===== config.mk =====
export PLATFORM = sky130hd
export DESIGN_NAME = multi_cycle_control
export DESIGN_NICKNAME = d
export VERILOG_FILES = /design/src/rtl/mc_ctrl_pkg.sv /design/src/rtl/multi_cycle_control.sv
export SDC_FILE = /design/constraint.sdc
export NUM_CORES = 1
export LEC_CHECK = 0
export CORE_AREA = 10 10 60 62
export DETAILED_ROUTE_END_ITERATION = 12
export DIE_AREA = 0 0 70 72
export PLACE_DENSITY = 0.72
export SYNTH_ARGS = -nofsm -noshare
export SYNTH_HDL_FRONTEND = slang
export SYNTH_SLANG_ARGS = --single-unit

===== constraint.sdc =====
create_clock -name clk -period 2.9 [get_ports clk]
set_input_delay 0.58 -clock clk [delete_from_list [all_inputs] [get_ports clk]]
set_output_delay 0.58 -clock clk [all_outputs]
set_load 0.005 [all_outputs]

===== src/rtl/mc_ctrl_pkg.sv =====
// mc_ctrl_pkg: state encodings, opcodes and ALU-op codes shared by the multi-cycle control FSM.
package mc_ctrl_pkg;
    typedef enum logic [3:0] {
        INIT, FETCH, DECODE, MEMADR, MEMRD, MEMWB, MEMWR,
        EXECUTE, ALUWB, BRANCH, ADDIEX, ADDIWB, JUMP, TRAP
    } state_t;
    localparam logic [5:0] OP_RTYPE = 6'b000000;
    localparam logic [5:0] OP_LW    = 6'b100011;
    localparam logic [5:0] OP_SW    = 6'b101011;
    localparam logic [5:0] OP_BEQ   = 6'b000100;
    localparam logic [5:0] OP_ADDI  = 6'b001000;
    localparam logic [5:0] OP_J     = 6'b000010;
    localparam logic [1:0] ALUOP_ADD   = 2'b00;
    localparam logic [1:0] ALUOP_SUB   = 2'b01;
    localparam logic [1:0] ALUOP_FUNCT = 2'b10;
    function automatic logic is_wait(input state_t s);
        return s inside {FETCH, MEMRD, MEMWR};
    endfunction
endpackage


===== src/rtl/multi_cycle_control.sv =====
// multi_cycle_control: Moore control FSM for the multi-cycle datapath with
// memory-ready handshake and timeout trap.
module multi_cycle_control
    import mc_ctrl_pkg::*;
#(
    parameter int MEM_TIMEOUT = 15
) (
    input  logic       clk,
    input  logic       reset,
    input  logic [5:0] opcode,
    input  logic       memReady,
    output logic       pcWrite,
    output logic       pcWriteCond,
    output logic       iorD,
    output logic       memRead,
    output logic       memWrite,
    output logic       irWrite,
    output logic       memToReg,
    output logic       regDst,
    output logic       regWrite,
    output logic       aluSrcA,
    output logic [1:0] aluSrcB,
    output logic [1:0] pcSource,
    output logic [1:0] aluInstruct,
    output logic       illegalOp,
    output logic       memTimeout
);
    localparam logic [7:0] LAST_CNT = 8'(MEM_TIMEOUT - 1);

    state_t     r_state, w_next;
    logic [7:0] r_wait_cnt;
    logic       r_cause;
    logic       w_wait, w_expire;

    assign w_wait   = is_wait(r_state);
    assign w_expire = w_wait && !memReady && r_wait_cnt == LAST_CNT;

    always_ff @(posedge clk or posedge reset) begin
        if (reset) begin
            r_state    <= INIT;
            r_wait_cnt <= '0;
            r_cause    <= 1'b0;
        end else begin
            r_state    <= w_next;
            // Only wait states ever loop on themselves, so any transition clears the count.
            r_wait_cnt <= (w_next == r_state && w_wait) ? r_wait_cnt + 8'd1 : '0;
            r_cause    <= w_expire ? 1'b1 : (r_state == DECODE) ? 1'b0 : r_cause;
        end
    end

    always_comb begin
        w_next = FETCH;
        case (r_state)
            INIT:    w_next = FETCH;
            FETCH:   w_next = memReady ? DECODE : w_expire ? TRAP : FETCH;
            DECODE: begin
                case (opcode)
                    OP_LW, OP_SW: w_next = MEMADR;
                    OP_RTYPE:     w_next = EXECUTE;
                    OP_BEQ:       w_next = BRANCH;
                    OP_ADDI:      w_next = ADDIEX;
                    OP_J:         w_next = JUMP;
                    default:      w_next = TRAP;
                endcase
            end
            MEMADR:  w_next = (opcode == OP_LW) ? MEMRD : MEMWR;
            MEMRD:   w_next = memReady ? MEMWB : w_expire ? TRAP : MEMRD;
            MEMWR:   w_next = memReady ? FETCH : w_expire ? TRAP : MEMWR;
            EXECUTE: w_next = ALUWB;
            ADDIEX:  w_next = ADDIWB;
            default: w_next = FETCH;
        endcase
    end

    always_comb begin
        pcWrite     = 1'b0;
        pcWriteCond = 1'b0;
        iorD        = 1'b0;
        memRead     = 1'b0;
        memWrite    = 1'b0;
        irWrite     = 1'b0;
        memToReg    = 1'b0;
        regDst      = 1'b0;
        regWrite    = 1'b0;
        aluSrcA     = 1'b0;
        aluSrcB     = 2'b00;
        pcSource    = 2'b00;
        aluInstruct = ALUOP_ADD;
        illegalOp   = 1'b0;
        memTimeout  = 1'b0;
        case (r_state)
            FETCH: begin
                memRead = 1'b1;
                aluSrcB = 2'b01;
                irWrite = memReady;
                pcWrite = memReady;
            end
            DECODE:  aluSrcB = 2'b11;
            MEMADR, ADDIEX: begin
                aluSrcA = 1'b1;
                aluSrcB = 2'b10;
            end
            MEMRD: begin
                memRead = 1'b1;
                iorD    = 1'b1;
            end
            MEMWB: begin
                regWrite = 1'b1;
                memToReg = 1'b1;
            end
            MEMWR: begin
                memWrite = 1'b1;
                iorD     = 1'b1;
            end
            EXECUTE: begin
                aluSrcA     = 1'b1;
                aluInstruct = ALUOP_FUNCT;
            end
            ALUWB: begin
                regWrite = 1'b1;
                regDst   = 1'b1;
            end
            BRANCH: begin
                aluSrcA     = 1'b1;
                aluInstruct = ALUOP_SUB;
                pcWriteCond = 1'b1;
                pcSource    = 2'b01;
            end
            ADDIWB:  regWrite = 1'b1;
            JUMP: begin
                pcWrite  = 1'b1;
                pcSource = 2'b10;
            end
            TRAP: begin
                illegalOp  = !r_cause;
                memTimeout = r_cause;
            end
            default: ;
        endcase
    end
endmodule


==> qor.yml <==
holdPathStages: 1
final_cell_area_um2: 1350
timing.final.crit_period_ps: 2730
antennaDiodeCount: 0
die_area_um2: 5040
cts.sinks: 13
mappedNetlistArea_um2: 1050
use_met3: 0.0218
cts_buffers: 3
post_cts_buffers: 0
p_leak_nw: 0.539
rows: 18
fin_util: 0.554
grt_most_used_layer: "met2"
multi_input_area_um2: 641
synthFlopType: "dfrtp_1"
vias: 1008
worstSetupEndpointType: "output pin"
grt_max_degree: 14
crit_fanout: 13
synth_seq_cells: 13
cp_data_arrival_time_ps: 2150
start_kind: "register"
mostFrequentLayoutCells: "clkdlybuf4s50_1 (26), dfrtp_1 (13), nor3_1 (9)"
cp.buffers_inverters: 2
critical_path_class: "reg2out"
cp_top_family: "buffers and inverters"
min_to: "r_wait_cnt[0]$_DFF_PP0_"
start_util: 0.430
fin_crit_sh: 0.942
clock_latency_ps: 280
wl_per_cell_um: 15.8
nNetsFinal: 156
coreArea_um2: 2430
viasPerCell: 5.79
dp_hpwl_um: 2170
syn_nets: 130
r2r_slack_ps: 980
track_usage: 0.108
grt_setup_unrepaired: "no"
seqCellArea_um2: 325
slowest_stage: "dfrtp_1"
hp-start: "r_wait_cnt[0]$_DFF_PP0_"
gr-total-overflow: 0
wl_um: 2760
ant_nets: 0
synthArstFlopShare: 1.00
drc: 0
port_buffers: 26
met2_usage: 0.194
max_slew.worst_pin.slew_ps: 533
path_clk_slew_ps: 80
placed_cell_area_um2: 1320
dr.first_iter.drc_count: 39
tritoncts: "yes"
post_cts_resized: 0
ir_drop_uv: 553
place_congestion: 0.798
hold_slack_ps: 553
grt_first_pass_wirelength_um: 4720
ctsHoldBuffers: 0
syn_avg_cell_area_um2: 8.79
cts_root_buf: "clkbuf_4"
powerDensity_nw_per_um2: 770
cap_violations: 0
r2r_end: "r_wait_cnt[4]$_DFF_PP0_"
yosys_warnings: 0
critPathRequiredTime_ps: 2320
status: "finished clean"
syn_inst: 119
die_h_um: 72
syn2layout_area_growth_pct: 28.8
rr_worst_depth: 5
synth.distinct_cells: 45
fin_skew_ps: 7.57
relSlewSlack: 0.636
synth_edf_count: 0
drt_pass1_iterations: 4
die_x_um: 70
drive_above_1_share: 0.118
grt_pass1_vias: 1021
yosysSeqAreaShare: 0.311
slew_viol_final: 0
worstPathCellList: "inv_2 -> mux2_2 -> o22ai_1 -> clkdlybuf4s50_1"
timing.fmax_ghz: 0.366
min_path_type: "reg2reg"
power.total_mw: 1.04
layout_commonest_cell: "clkdlybuf4s50_1"
setup_violations: 0
htreeDepth: 1
cts_buffer_depth: 2
pin_count: 27
fin_setup_tns_ps: 0
hold_viol: 0
timing.rr.start: "r_state[0]$_DFF_PP0_"
globalRouteMet1Util: 0.120
num-fill-cells: 223
grt_antenna_before_repair: 0
max_stage_delay_ps: 550
## synthesized netlist by cell type, types with 2 or more instances
master / n / area share
and3_1: 4 / 0.024
nand2b_1: 3 / 0.018
xnor2_1: 4 / 0.033
nor2_1: 8 / 0.029
inv_1: 6 / 0.022
xor2_1: 5 / 0.042
a2111oi_0: 2 / 0.017
ha_1: 2 / 0.024
buf_4: 2 / 0.014
buf_2: 4 / 0.019
nor3_1: 9 / 0.043
dfrtp_1: 13 / 0.31
nand3_1: 6 / 0.029
a211oi_1: 8 / 0.057
nor4_1: 2 / 0.012
nand2_1: 7 / 0.025
a21oi_1: 5 / 0.024
o21ai_0: 2 / 0.0096
## worst reg2reg max path, cell delays in order, from the launching register on
cell and delay [ps]:
dfrtp_1 630, nand2b_1 230, buf_4 220, o22a_1 220, o221ai_4 350, a211oi_1 140
## worst max-delay path by stage
stage,startpoint,end,slack [ps],cells after the start
after floorplan,r_state[0]$_DFF_PP0_,regWrite,1030,5
after global placement,memReady,pcWrite,280,5
after detailed placement,memReady,pcWrite,260,5
after CTS,r_state[0]$_DFF_PP0_,regWrite,170,4
after global routing,r_state[0]$_DFF_PP0_,pcWrite,80,4
final,r_state[0]$_DFF_PP0_,regWrite,170,4
## stage by stage
step	setup WS, ps	cells
3_5_place_dp	257	170
6_report	169	174
4_1_cts	174	174
2_1_floorplan	1030	119
3_3_place_gp	279	170
5_1_grt	82.9	174
## final cells by class
cell class                 instances  share of cell area
clock inverter                     1             0.00371
tap                               30              0.0279
clock buffer                       3              0.0167
multi-input combinational         90               0.475
timing repair buffer              30               0.215
inverter                           7              0.0195
sequential                        13               0.241
## sequential cells by signal, summed over array words and instances, names as in the netlist
| register | flops |
|---|---|
| r_wait_cnt | 8 |
| r_state | 4 |
| r_cause | 1 |
## layer usage
metal | wire length (um) | vias up | part of all wire
met5 | 0 | - | 0
met4 | 48 | 0 | 0.017
met3 | 88 | 5 | 0.032
met2 | 1450 | 16 | 0.53
met1 | 1170 | 496 | 0.42
li1 | - | 491 | -
## report_power, final
group / leakage (nW) / total [mW] / switching [mW] / internal (mW)
Sequential: 0.176 / 0.282 / 0.0716 / 0.210
Clock: 0.0177 / 0.113 / 0.0620 / 0.0513
Combinational: 0.346 / 0.643 / 0.329 / 0.314
Total: 0.539 / 1.04 / 0.462 / 0.576
## cell families (layout without fill, tap and decap cells)
family	after synthesis	count (layout)	share of synthesized area
fa+ha+maj	2	2	0.0239
mux	2	2	0.0203
compound gates	29	29	0.240
simple gates	48	48	0.252
flops	13	13	0.311
xor+xnor	9	9	0.0754
buf+inv	16	41	0.0765
No activity file was read; power rests on OpenSTA's default activity.
==> edit, RTL diff (same flow settings) <==
Put a register stage on the output `memTimeout`, with the module's reset. The value now appears one clock later. The other outputs are not delayed to match.
--- a/src/rtl/multi_cycle_control.sv
+++ b/src/rtl/multi_cycle_control.sv
@@ -26,6 +26,8 @@
     output logic       memTimeout
 );
     localparam logic [7:0] LAST_CNT = 8'(MEM_TIMEOUT - 1);
+
+    logic memTimeout_d;
 
     state_t     r_state, w_next;
     logic [7:0] r_wait_cnt;
@@ -87,7 +89,7 @@
         pcSource    = 2'b00;
         aluInstruct = ALUOP_ADD;
         illegalOp   = 1'b0;
-        memTimeout  = 1'b0;
+        memTimeout_d = 1'b0;
         case (r_state)
             FETCH: begin
                 memRead = 1'b1;
@@ -133,10 +135,18 @@
             end
             TRAP: begin
                 illegalOp  = !r_cause;
-                memTimeout = r_cause;
+                memTimeout_d = r_cause;
             end
             default: ;
         endcase
     end
+    always_ff @(posedge clk or posedge reset) begin
+        if (reset) begin
+            memTimeout <= '0;
+        end else begin
+            memTimeout <= memTimeout_d;
+        end
+    end
+
 endmodule
 
Check against the original RTL: same outputs for any inputs over 10 cycles, from zero or initial values and one cycle with reset high; that may be too few to reach the edited logic, so the function may still have changed.
==> edit against the original RTL <==
Power rose by 3.3%. Sequential share of layout area rose by 1.7 points. Highest routed layer unchanged. Worst setup slack improved by 0.079 ns. Clock power rose by 20%. Sequential cell count rose by 1. Cell area rose by 0.74%. Via count fell by 0.60%. Area after synthesis fell by 1.8%. Wire length fell by 3.1%.
==> edit: results (changes against the original RTL) <==
GRT
  • First-pass GRT wire length: 4.49 mm (-4.8%)
  • Number of global-route vias before repair: 935 (-8.4%)
  • Largest net degree at the start of global routing: 17 (+3)

Place
  • Gpl congestion: 0.828 (+3.7%)
  • Post-DP Area: 1320 um2 (about the same)
  • Dpl cells: 172 (+1.2%)

Yosys
  • Commonest cells post-synth: 16 x nor3_1, 14 x dfrtp_1, 11 x nor2_1
  • Netlist cell types: 43 (-4.4%)
  • Mapped Nets: 129 (-0.77%)
  • Dominant cells by area after synthesis: dfrtp_1 34%, nor3_1 7.8%, xnor2_1 4.3%

Drt
  • Final wirelength: 2.67 mm (-3.1%)
  • Routed metal-1 wirelength: 1.22 mm (+4.0%)
  • 1st-iter DRT viols: 56 (+44%)
  • Vias: 1002 (-0.60%)
  • DR vias/cell: 5.69 (-1.7%)

Cells and area
  • Nets: 158 (+1.3%)
  • Biggest registers after layout: r_wait_cnt (8), r_state (4)
  • Syn-to-layout area delta: 32.2%
  • # fillers: 250 (+12%)
  • Inverter count: 5 (-2)
  • Fraction of area in multi-input gates: 46.0% (-1.5 points)
  • Layout cells sized above 1: 11.0% (-0.85 points)
  • Signal buffers share of area: 21.4% (-0.16 points)
  • Clock-cell share: 2.67% (+0.63 points)
  • Sequential cell area share: 25.8% (+1.7 points)

Power
  • Standby leakage power: 0.000525 uW (-2.7%)
  • NetSw: 435 uW (-5.8%)

Setup path
  • Crit Path Max Fanout: 12 (-1)
  • CP Data Arrival Time: 2.07 ns (-0.08 ns)

STA
  • Layout Skew: 0.00386 ns (-0.00370 ns)
  • Slew HR: 66.1% (+2.6 points)

Status
  • Status: complete, no violations
==> edit: cell count changes in the layout (fill, tap and decap cells not counted), sizes merged, moves of 3 or more <==
cell,unedited run,this run
nor2,8,11
a211oi,8,1
o21ai,2,5
nor3,9,16
a21oi,6,2
a2111oi,3,0
and3,4,1
==> edit: kinds of logic (layout without fill, tap and decap cells) <==
logic type / count (synthesis) / in the layout / synth area share (%)
buffers and inverters: 11 / 39 / 5.12
flip-flops: 14 / 14 / 34.1
AO/OA/AOI/OAI: 23 / 23 / 17.4
XOR/XNOR: 9 / 9 / 7.67
multiplexers: 2 / 2 / 2.07
AND/OR/NAND/NOR: 57 / 57 / 31.2
adder cells (fa/ha/maj): 2 / 2 / 2.44
==> edit: power groups by stage <==
stage	registers (uW)	clock network (uW)	logic, uW
after global routing	323	152	687
after CTS	311	142	629
after floorplan	277	0	374
after global placement	311	0	612
after detailed placement	315	0	626
final	312	136	624
==> edit: routing by layer <==
metal / GRT usage (%) / up-vias
li1: - / 490
met1: 12.9 / 471
met2: 16.7 / 39
met3: 3.13 / 2
met4: 3.29 / 0
met5: 0 / -
==> edit: final timing paths <==
kind / from / end / slack (ns) / cells after the start
worst max-delay path: r_state[2] / aluSrcA / 0.25 / 4
worst min-delay path: r_cause / memTimeout / 0.54 / 2
worst max register to register: r_wait_cnt[0] / r_wait_cnt[2] / 0.84 / 6
worst min register to register: r_cause / memTimeout / 0.54 / 2
max in group asynchronous: reset / r_state[2] / 1.93 / 2
min in group asynchronous: reset / memTimeout / 0.63 / 2
==> edit: worst max-delay path, stage by stage (launching register included) <==
cell and delay [ns]:
dfrtp_1 0.52, nand2b_1 0.29, mux2_2 0.30, o22ai_1 0.14
clkdlybuf4s50_1 0.54
